## config.mk

```make
export PLATFORM = sky130hd
export DESIGN_NAME = subtractor_64bit_seq
export DESIGN_NICKNAME = d
export VERILOG_FILES = /design/src/rtl/sub64_pkg.sv /design/src/rtl/sub_half.sv /design/src/rtl/subtractor_64bit_seq.sv
export SDC_FILE = /design/constraint.sdc
export NUM_CORES = 1
export LEC_CHECK = 0
export ABC_AREA = 1
export CORE_ASPECT_RATIO = 0.7
export CORE_MARGIN = 2
export CORE_UTILIZATION = 58
export CTS_CLUSTER_DIAMETER = 150
export DETAILED_ROUTE_END_ITERATION = 10
export GPL_ROUTABILITY_DRIVEN = 0
export HOLD_SLACK_MARGIN = 0.1
export PLACE_DENSITY = 0.86
export REMOVE_ABC_BUFFERS = 1
export SYNTH_ARGS = -nofsm -noshare
export SYNTH_HDL_FRONTEND = slang
export SYNTH_SLANG_ARGS = --single-unit
```

## constraint.sdc

```tcl
create_clock -name clk -period 6.1 [get_ports clk]
set_input_delay 1.83 -clock clk [delete_from_list [all_inputs] [get_ports clk]]
set_output_delay 1.83 -clock clk [all_outputs]
set_load 0.005 [all_outputs]
```

## src/rtl/sub64_pkg.sv

```systemverilog
// Shared types and helpers for the sequential half-width subtractor.
package sub64_pkg;

  typedef enum logic [1:0] {
    IDLE = 2'b00,
    LOW  = 2'b01,
    HIGH = 2'b10,
    DONE = 2'b11
  } sub_state_t;

  // Signed overflow of a - b: operand signs differ and the result sign
  // disagrees with the minuend sign.
  function automatic logic sub_ovf(input logic a_msb, input logic b_msb,
                                   input logic r_msb);
    return (a_msb != b_msb) && (r_msb != a_msb);
  endfunction

endpackage

```

## src/rtl/sub_half.sv

```systemverilog
// Combinational M-bit subtractor with borrow in/out, shared by both halves.
module sub_half #(
  parameter int M = 32
) (
  input  logic [M-1:0] a,
  input  logic [M-1:0] b,
  input  logic         bin,
  output logic [M-1:0] d,
  output logic         bout
);

  logic [M:0] full;

  // One extra bit on the left captures the borrow-out of the half operation.
  always_comb begin
    full = {1'b0, a} - {1'b0, b} - {{M{1'b0}}, bin};
    d    = full[M-1:0];
    bout = full[M];
  end

endmodule

```

## src/rtl/subtractor_64bit_seq.sv

```systemverilog
// Multi-cycle N-bit subtractor: low half first, then high half with the
// borrow chained through a register, using one shared half-width datapath.
module subtractor_64bit_seq
  import sub64_pkg::*;
#(
  parameter int N = 64
) (
  input  logic         clk,
  input  logic         rst,
  input  logic         in_valid,
  output logic         in_ready,
  input  logic [N-1:0] op_a,
  input  logic [N-1:0] op_b,
  output logic         out_valid,
  input  logic         out_ready,
  output logic [N-1:0] diff,
  output logic         borrow,
  output logic         ovf,
  output logic         zero
);

  localparam int M = N / 2;

  sub_state_t   state_q, state_d;
  logic [N-1:0] a_q, b_q;
  logic [M-1:0] lo_q;
  logic         bw_q;

  logic [M-1:0] x_h, y_h, d_h;
  logic         bin_h, bout_h;

  // Steer the shared half datapath: high halves plus chained borrow in HIGH,
  // low halves with no borrow-in otherwise.
  always_comb begin
    x_h   = a_q[M-1:0];
    y_h   = b_q[M-1:0];
    bin_h = 1'b0;
    if (state_q == HIGH) begin
      x_h   = a_q[N-1:M];
      y_h   = b_q[N-1:M];
      bin_h = bw_q;
    end
  end

  sub_half #(.M(M)) u_half (
    .a   (x_h),
    .b   (y_h),
    .bin (bin_h),
    .d   (d_h),
    .bout(bout_h)
  );

  // Next-state and handshake decode.
  always_comb begin
    state_d  = state_q;
    in_ready = (state_q == IDLE);
    case (state_q)
      IDLE:    if (in_valid) state_d = LOW;
      LOW:     state_d = HIGH;
      HIGH:    state_d = DONE;
      DONE:    if (out_ready) state_d = IDLE;
      default: state_d = IDLE;
    endcase
  end

  // State, operand capture, half results and registered outputs.
  always_ff @(posedge clk) begin
    if (rst) begin
      state_q   <= IDLE;
      a_q       <= '0;
      b_q       <= '0;
      lo_q      <= '0;
      bw_q      <= 1'b0;
      diff      <= '0;
      borrow    <= 1'b0;
      ovf       <= 1'b0;
      zero      <= 1'b0;
      out_valid <= 1'b0;
    end else begin
      state_q <= state_d;
      case (state_q)
        IDLE: begin
          if (in_valid) begin
            a_q <= op_a;
            b_q <= op_b;
          end
        end
        LOW: begin
          lo_q <= d_h;
          bw_q <= bout_h;
        end
        HIGH: begin
          diff      <= {d_h, lo_q};
          borrow    <= bout_h;
          ovf       <= sub_ovf(a_q[N-1], b_q[N-1], d_h[M-1]);
          zero      <= ({d_h, lo_q} == '0);
          out_valid <= 1'b1;
        end
        DONE: begin
          if (out_ready) out_valid <= 1'b0;
        end
        default: ;
      endcase
    end
  end

endmodule

```

==> results of run 1 <==
worst paths after layout:
check | startpoint | to | slack, ps
setup / recovery | state_q[0] | ovf | 1720
hold / removal | lo_q[24] | diff[24] | 470
setup reg to reg | state_q[0] | ovf | 1720
hold reg to reg | lo_q[24] | diff[24] | 470
synthesized netlist by cell type:
cell / number / area [um2]
sky130_fd_sc_hd__nand4_1: 14 / 87.58
sky130_fd_sc_hd__xnor2_1: 3 / 26.28
sky130_fd_sc_hd__nor3_4: 2 / 32.53
sky130_fd_sc_hd__nand2_2: 18 / 112.6
sky130_fd_sc_hd__inv_2: 4 / 15.01
sky130_fd_sc_hd__nor3_2: 3 / 30.03
sky130_fd_sc_hd__o21ai_0: 195 / 975.9
sky130_fd_sc_hd__fa_1: 2 / 40.04
sky130_fd_sc_hd__nand2_1: 362 / 1359
sky130_fd_sc_hd__nor2_1: 348 / 1306
sky130_fd_sc_hd__nand3_2: 1 / 10.01
sky130_fd_sc_hd__nor3_1: 4 / 20.02
sky130_fd_sc_hd__a22oi_1: 1 / 7.510
sky130_fd_sc_hd__o211ai_1: 43 / 322.8
sky130_fd_sc_hd__buf_6: 1 / 11.26
sky130_fd_sc_hd__inv_1: 266 / 998.5
sky130_fd_sc_hd__ha_1: 65 / 813.3
sky130_fd_sc_hd__o21ai_2: 1 / 8.760
sky130_fd_sc_hd__a21oi_1: 69 / 345.3
sky130_fd_sc_hd__buf_1: 8 / 30.03
sky130_fd_sc_hd__clkbuf_1: 75 / 281.5
sky130_fd_sc_hd__nand3_1: 47 / 235.2
sky130_fd_sc_hd__nand3b_1: 10 / 75.07
sky130_fd_sc_hd__clkinv_1: 1 / 3.750
sky130_fd_sc_hd__o21bai_1: 1 / 7.510
sky130_fd_sc_hd__a211oi_1: 1 / 7.510
sky130_fd_sc_hd__nor4_1: 1 / 6.260
sky130_fd_sc_hd__xor2_1: 1 / 8.760
sky130_fd_sc_hd__nor2_4: 1 / 11.26
sky130_fd_sc_hd__dfxtp_1: 231 / 4624
sky130_fd_sc_hd__o22ai_1: 1 / 6.260
sky130_fd_sc_hd__mux2i_1: 31 / 310.3
sky130_fd_sc_hd__nor2_2: 9 / 56.30
area by class of cell:
class,instances,area [um2],share of cell area (%)
Clock inverter,3,67.56,0.4499
Timing Repair Buffer,206,2072,13.80
Sequential cell,231,4624,30.79
Clock buffer,31,633.1,4.216
Multi-Input combinational cell,1234,6255,41.65
Tap cell,276,345.3,2.299
Inverter,271,1021,6.798
metal layers:
layer	up-vias	part of all wire (%)
met5	-	0
met4	0	1.5
met3	35	7.9
met2	421	45
met1	5275	45
li1	6004	-
critical path: stages, from the launching register on:
cell and delay [ps]:
sky130_fd_sc_hd__dfxtp_1 330, sky130_fd_sc_hd__inv_1 210, sky130_fd_sc_hd__ha_4 400, sky130_fd_sc_hd__buf_4 620, sky130_fd_sc_hd__mux2i_1 370, sky130_fd_sc_hd__ha_1 290
sky130_fd_sc_hd__inv_1 60, sky130_fd_sc_hd__ha_1 290, sky130_fd_sc_hd__a21oi_1 260, sky130_fd_sc_hd__o21ai_0 170, sky130_fd_sc_hd__a21oi_1 260, sky130_fd_sc_hd__nor2_1 100
sky130_fd_sc_hd__nor2_1 130, sky130_fd_sc_hd__nand3_1 90, sky130_fd_sc_hd__nand2_1 220, sky130_fd_sc_hd__inv_1 90, sky130_fd_sc_hd__nand2_1 70, sky130_fd_sc_hd__nand3_1 70
sky130_fd_sc_hd__o211ai_1 110, sky130_fd_sc_hd__inv_1 50
flip-flops by register name (all words and copies together), names as in the netlist:
signal	count
a_q	64
b_q	64
borrow	1
bw_q	1
diff	64
lo_q	32
out_valid	1
ovf	1
state_q	2
zero	1
kinds of logic after synthesis:
group / count (synthesis) / synth area share [%]
and+or+nand+nor: 820 / 27.42
buffers and inverters: 355 / 11.00
xor gates and xnor gates: 4 / 0.2875
AOI/OAI and AO/OA: 312 / 13.80
muxes: 31 / 2.546
adders and majority gates: 67 / 7.002
DFF: 231 / 37.95
through the flow:
step	hold WS [ps]	instances	instance area, um2	util (%)	worst slack, ps
CTS	470.6	2252	15020	72.75	1794
detailed placement	446.0	2218	14320	69.35	1646
global route	483.4	2252	15020	72.75	1378
floorplan	426.5	1736	11860	-	1011
global placement	438.5	2218	14320	69.35	1760
finish	471.3	2252	15020	72.75	1721
==> flow_summary.yaml, run 1 <==
sta:
  worst_clock_skew_ps: 10.99
  worst_slew_margin_rel_pct: 31.92
  fmax_mhz: 228.4
  fin_crit_sh_pct: 71.78
  timing.final.crit_period_ps: 4379
  rsz0062_at_grt: "false"
  timing_hold_violations_final: 0
  setup_viol: 0
  timing.setup.tns_ps: 0
  maxSlewViolCount: 0
  tightestPinTransition_ps: 1018
logic_synthesis:
  syn-cell-area_mm2: 0.01219
  synth-seq-area-share_pct: 37.95
  yosysWarnings: 0
  syn_area_per_cell_um2: 6.696
  synth.ff_latch_count: 231
  post_synth_inst_count: 1820
  netlist-cell-type-count: 33
routing:
  post-route-drc-count: 0
  route.final.wire_length_um: 30400
  post_detailed_route_via_to_cell_ratio: 5.211
  initialDrtViolationCount: 1153
  avgRoutedWirePerCell_um: 13.50
  num_vias: 11735
  length_of_the_first_detailed_routing_pass_in_iterations: 6
  ant_nets: 0
placement:
  dp_hpwl_um: 21890
  place.port_buffers: 200
clocking:
  cts_num_sinks: 231
  hold_fix_buffer_count_after_cts: 0
  h-tree-depth: 1
  clock_latency_late_sink_ps: 500
  tritoncts_clock_tree: "done"
  clkTransAtPathRegs_ps: 60
  cts_buffer_depth: 3
  post_cts.resized_instances: 0
  cts_inserted_buffers: 21
  root_buffer: "sky130_fd_sc_hd__clkbuf_16"
  postCtsSetupBuffers: 0
setup_path:
  reg2regPathDepth: 19
  cp_data_required_time_ps: 6490
  endpoint_kind: "register"
  timing.critical_path.from_type: "register"
  crit_fanout: 50
  cp_data_arrival_time_ps: 4770
  timing.setup.critical_path_class: "register to register"
grt:
  initial_antenna_violation_count: 0
  gr-usage-met3_pct: 3.771
  global_route.overflow_total: 0
  grt_max_degree: 125
  first_global_vias: 11066
  grt_busiest_layer: "met2"
  grt_pass1_wl_um: 51000
  grtUsageTotal_pct: 27.29
  met1_capacity_usage_during_global_routing_pct: 37.26
  globalRouteMet2Util_pct: 46.23
floorplan:
  floorplan.initialDensity_pct: 59.03
  core-area_mm2: 0.02064
  io-pin-count: 201
  fp.dieH_um: 125.3
  die_area_mm2: 0.02221
  rows: 44
  fp.dieW_um: 177.3
run_status:
  status: "completed"
worst_hold_path:
  holdCritPathClass: "register to register"
  min_path_cells: 2
finish:
  final_net_count: 2164
  insertedDiodeCount: 0
  layout-drive-gt1-share_pct: 4.049
  area_growth_syn_to_layout_pct: 23.23
  fill_cells: 1659
  most_common_library_cell_in_the_layout_ignoring_fill_and_taps: "sky130_fd_sc_hd__nand2_1"
  mostFrequentLayoutCells: "sky130_fd_sc_hd__nand2_1 (361), sky130_fd_sc_hd__nor2_1 (348), sky130_fd_sc_hd__inv_1 (266)"
flow_run:
  max_cap_violations: 0
Power of run 1 is left out: the tool's default activity adds up to more than one toggle a clock period on the data nets, which glitch-free logic cannot reach.
==> run 2: changes to the inputs <==
--- a/config.mk
+++ b/config.mk
@@ -8,12 +8,12 @@
 export ABC_AREA = 1
 export CORE_ASPECT_RATIO = 0.7
 export CORE_MARGIN = 2
-export CORE_UTILIZATION = 58
+export CORE_UTILIZATION = 49
 export CTS_CLUSTER_DIAMETER = 150
 export DETAILED_ROUTE_END_ITERATION = 10
 export GPL_ROUTABILITY_DRIVEN = 0
 export HOLD_SLACK_MARGIN = 0.1
-export PLACE_DENSITY = 0.86
+export PLACE_DENSITY = 0.77
 export REMOVE_ABC_BUFFERS = 1
 export SYNTH_ARGS = -nofsm -noshare
 export SYNTH_HDL_FRONTEND = slang
==> constraint.sdc (replaced) <==
create_clock -name clk -period 3.8 [get_ports clk]
set_input_delay 1.14 -clock clk [delete_from_list [all_inputs] [get_ports clk]]
set_output_delay 1.14 -clock clk [all_outputs]
set_load 0.005 [all_outputs]
==> flow_summary.yaml, run 2 (synthesized netlist as in run 1, its figures left out) <==
setup_path:
  timing.rr.start: "state_q[1]"
  timing.setup.critical_path_class: "register to register"
  regToRegSetupSlack_ps: 230
  endpoint_kind: "register"
  timing.critical_path.slowest_cell_delay_ps: 450
  reg2regPathDepth: 22
  endpoint: "zero"
  worst_setup_path_startpoint: "state_q[1]"
  cp_data_arrival_time_ps: 4010
  critical_path.reg2reg.endpoint: "zero"
  critical_path.slowest_cell: "sky130_fd_sc_hd__dfxtp_1"
  timing.critical_path.from_type: "register"
  worstPathCellList: "ha_4 > inv_2 > buf_12 > nand2_1 > nand2_1 > ha_1 > inv_1 > ha_2 > nand2_2 > nor2_4 > inv_1 > nor2_2 > nand3_1 > nand4_1 > nand2_1 > inv_1 > nand2_1 > nor2_1 > nand3_1 > nor2_1 > nor2_1 > nor2_1"
  cp_data_required_time_ps: 4240
  crit_fanout: 23
worst_hold_path:
  holdCritPathClass: "register to register"
routing:
  post-route-drc-count: 0
  post_detailed_route_via_to_cell_ratio: 5.093
  route.final.wire_length_um: 32650
  num_vias: 11826
  avgRoutedWirePerCell_um: 14.06
  initialDrtViolationCount: 857
  length_of_the_first_detailed_routing_pass_in_iterations: 5
  ant_nets: 0
finish:
  area_growth_syn_to_layout_pct: 26.10
  final_net_count: 2182
  layout-drive-gt1-share_pct: 5.658
  insertedDiodeCount: 0
  most_common_library_cell_in_the_layout_ignoring_fill_and_taps: "sky130_fd_sc_hd__nand2_1"
  post-route-util_pct: 62.56
  mostFrequentLayoutCells: "sky130_fd_sc_hd__nand2_1 (358), sky130_fd_sc_hd__nor2_1 (348), sky130_fd_sc_hd__inv_1 (265)"
  finish.instance_area_mm2: 0.01537
  largestRegisters: "a_q (64), b_q (64), diff (64)"
sta:
  fmax_mhz: 280.0
  worst_slew_margin_rel_pct: 52.95
  worst_clock_skew_ps: 9.882
  timing_hold_violations_final: 0
  fin_crit_sh_pct: 93.99
  timing.hold.ws_ps: 473.0
  tightestPinTransition_ps: 705.0
  maxSlewViolCount: 0
  setup_viol: 0
  timing.final.crit_period_ps: 3572
grt:
  initial_antenna_violation_count: 0
  grt_max_degree: 133
  global_route.overflow_total: 0
  grt_pass1_wl_um: 52590
  first_global_vias: 10924
  grtUsageTotal_pct: 24.65
flow_run:
  max_cap_violations: 0
clocking:
  cts_num_sinks: 231
  cts_buffer_depth: 3
  cts_inserted_buffers: 23
  clock_latency_late_sink_ps: 510
  tritoncts_clock_tree: "done"
  clkTransAtPathRegs_ps: 60
  h-tree-depth: 1
  root_buffer: "sky130_fd_sc_hd__clkbuf_16"
  postCtsSetupBuffers: 0
placement:
  place_area_mm2: 0.01453
  dp_hpwl_um: 24070
  place.port_buffers: 200
floorplan:
  core-area_mm2: 0.02456
  rows: 48
  io-pin-count: 201
  fp.dieH_um: 135.9
  floorplan.initialDensity_pct: 49.61
  die_area_mm2: 0.02617
  fp.dieW_um: 192.5
run_status:
  status: "completed"
==> run 2: per-stage QoR <==
| stage | instances | worst slack [ps] | setup TNS (ps) |
|---|---|---|---|
| after CTS | 2321 | 114.6 | 0 |
| after detailed placement | 2282 | 154.8 | 0 |
| after global routing | 2322 | -3.221 | -3.221 |
| after global placement | 2282 | 183.9 | 0 |
| final | 2322 | 228.2 | 0 |
| after floorplan | 1736 | -1289 | -142540 |
==> run 2: worst min path at each step <==
stage,start,endpoint,slack [ps],depth (start not counted)
after global routing,b_q[31],b_q[31],490,2
after detailed placement,b_q[31],b_q[31],460,2
after global placement,b_q[31],b_q[31],440,2
final,b_q[31],b_q[31],470,2
after floorplan,b_q[31],b_q[31],430,2
after CTS,b_q[31],b_q[31],470,2
==> run 2: metal layers <==
layer  wire, um  vias up  GRT usage [%]  share of wire, %
met5          0        -              0                 0
met4        658        0          5.259               2.0
met3       2565       50          4.001               7.9
met2      14040      435          39.85                43
met1      15390     5297          34.69                47
li1           -     6044              -                 -
==> run 2: timing repair <==
action / CTS / global route
hold buffers: 0 / 0
gates resized for setup: 0 / 16
endpoints found under the setup margin: 0 / 8
==> run 2: final cells by class <==
cell class                 count  area [um2]
clock buffer                  32       649.4
clock inverter                 7       112.6
fill                        2175        9196
inverter                     271        1021
multi-input combinational   1234        6299
sequential                   231        4624
tap                          325       406.6
timing repair buffer         222        2255
==> run 2: worst max-delay path, delay by kind of cell (launching register included) <==
family	cells	cell delay [ps]
adder cells (fa/ha/maj)	3	930
buffers and inverters	5	540
AND/OR/NAND/NOR	14	1560
flip-flops	1	450
Power of run 2 is left out for the same reason.
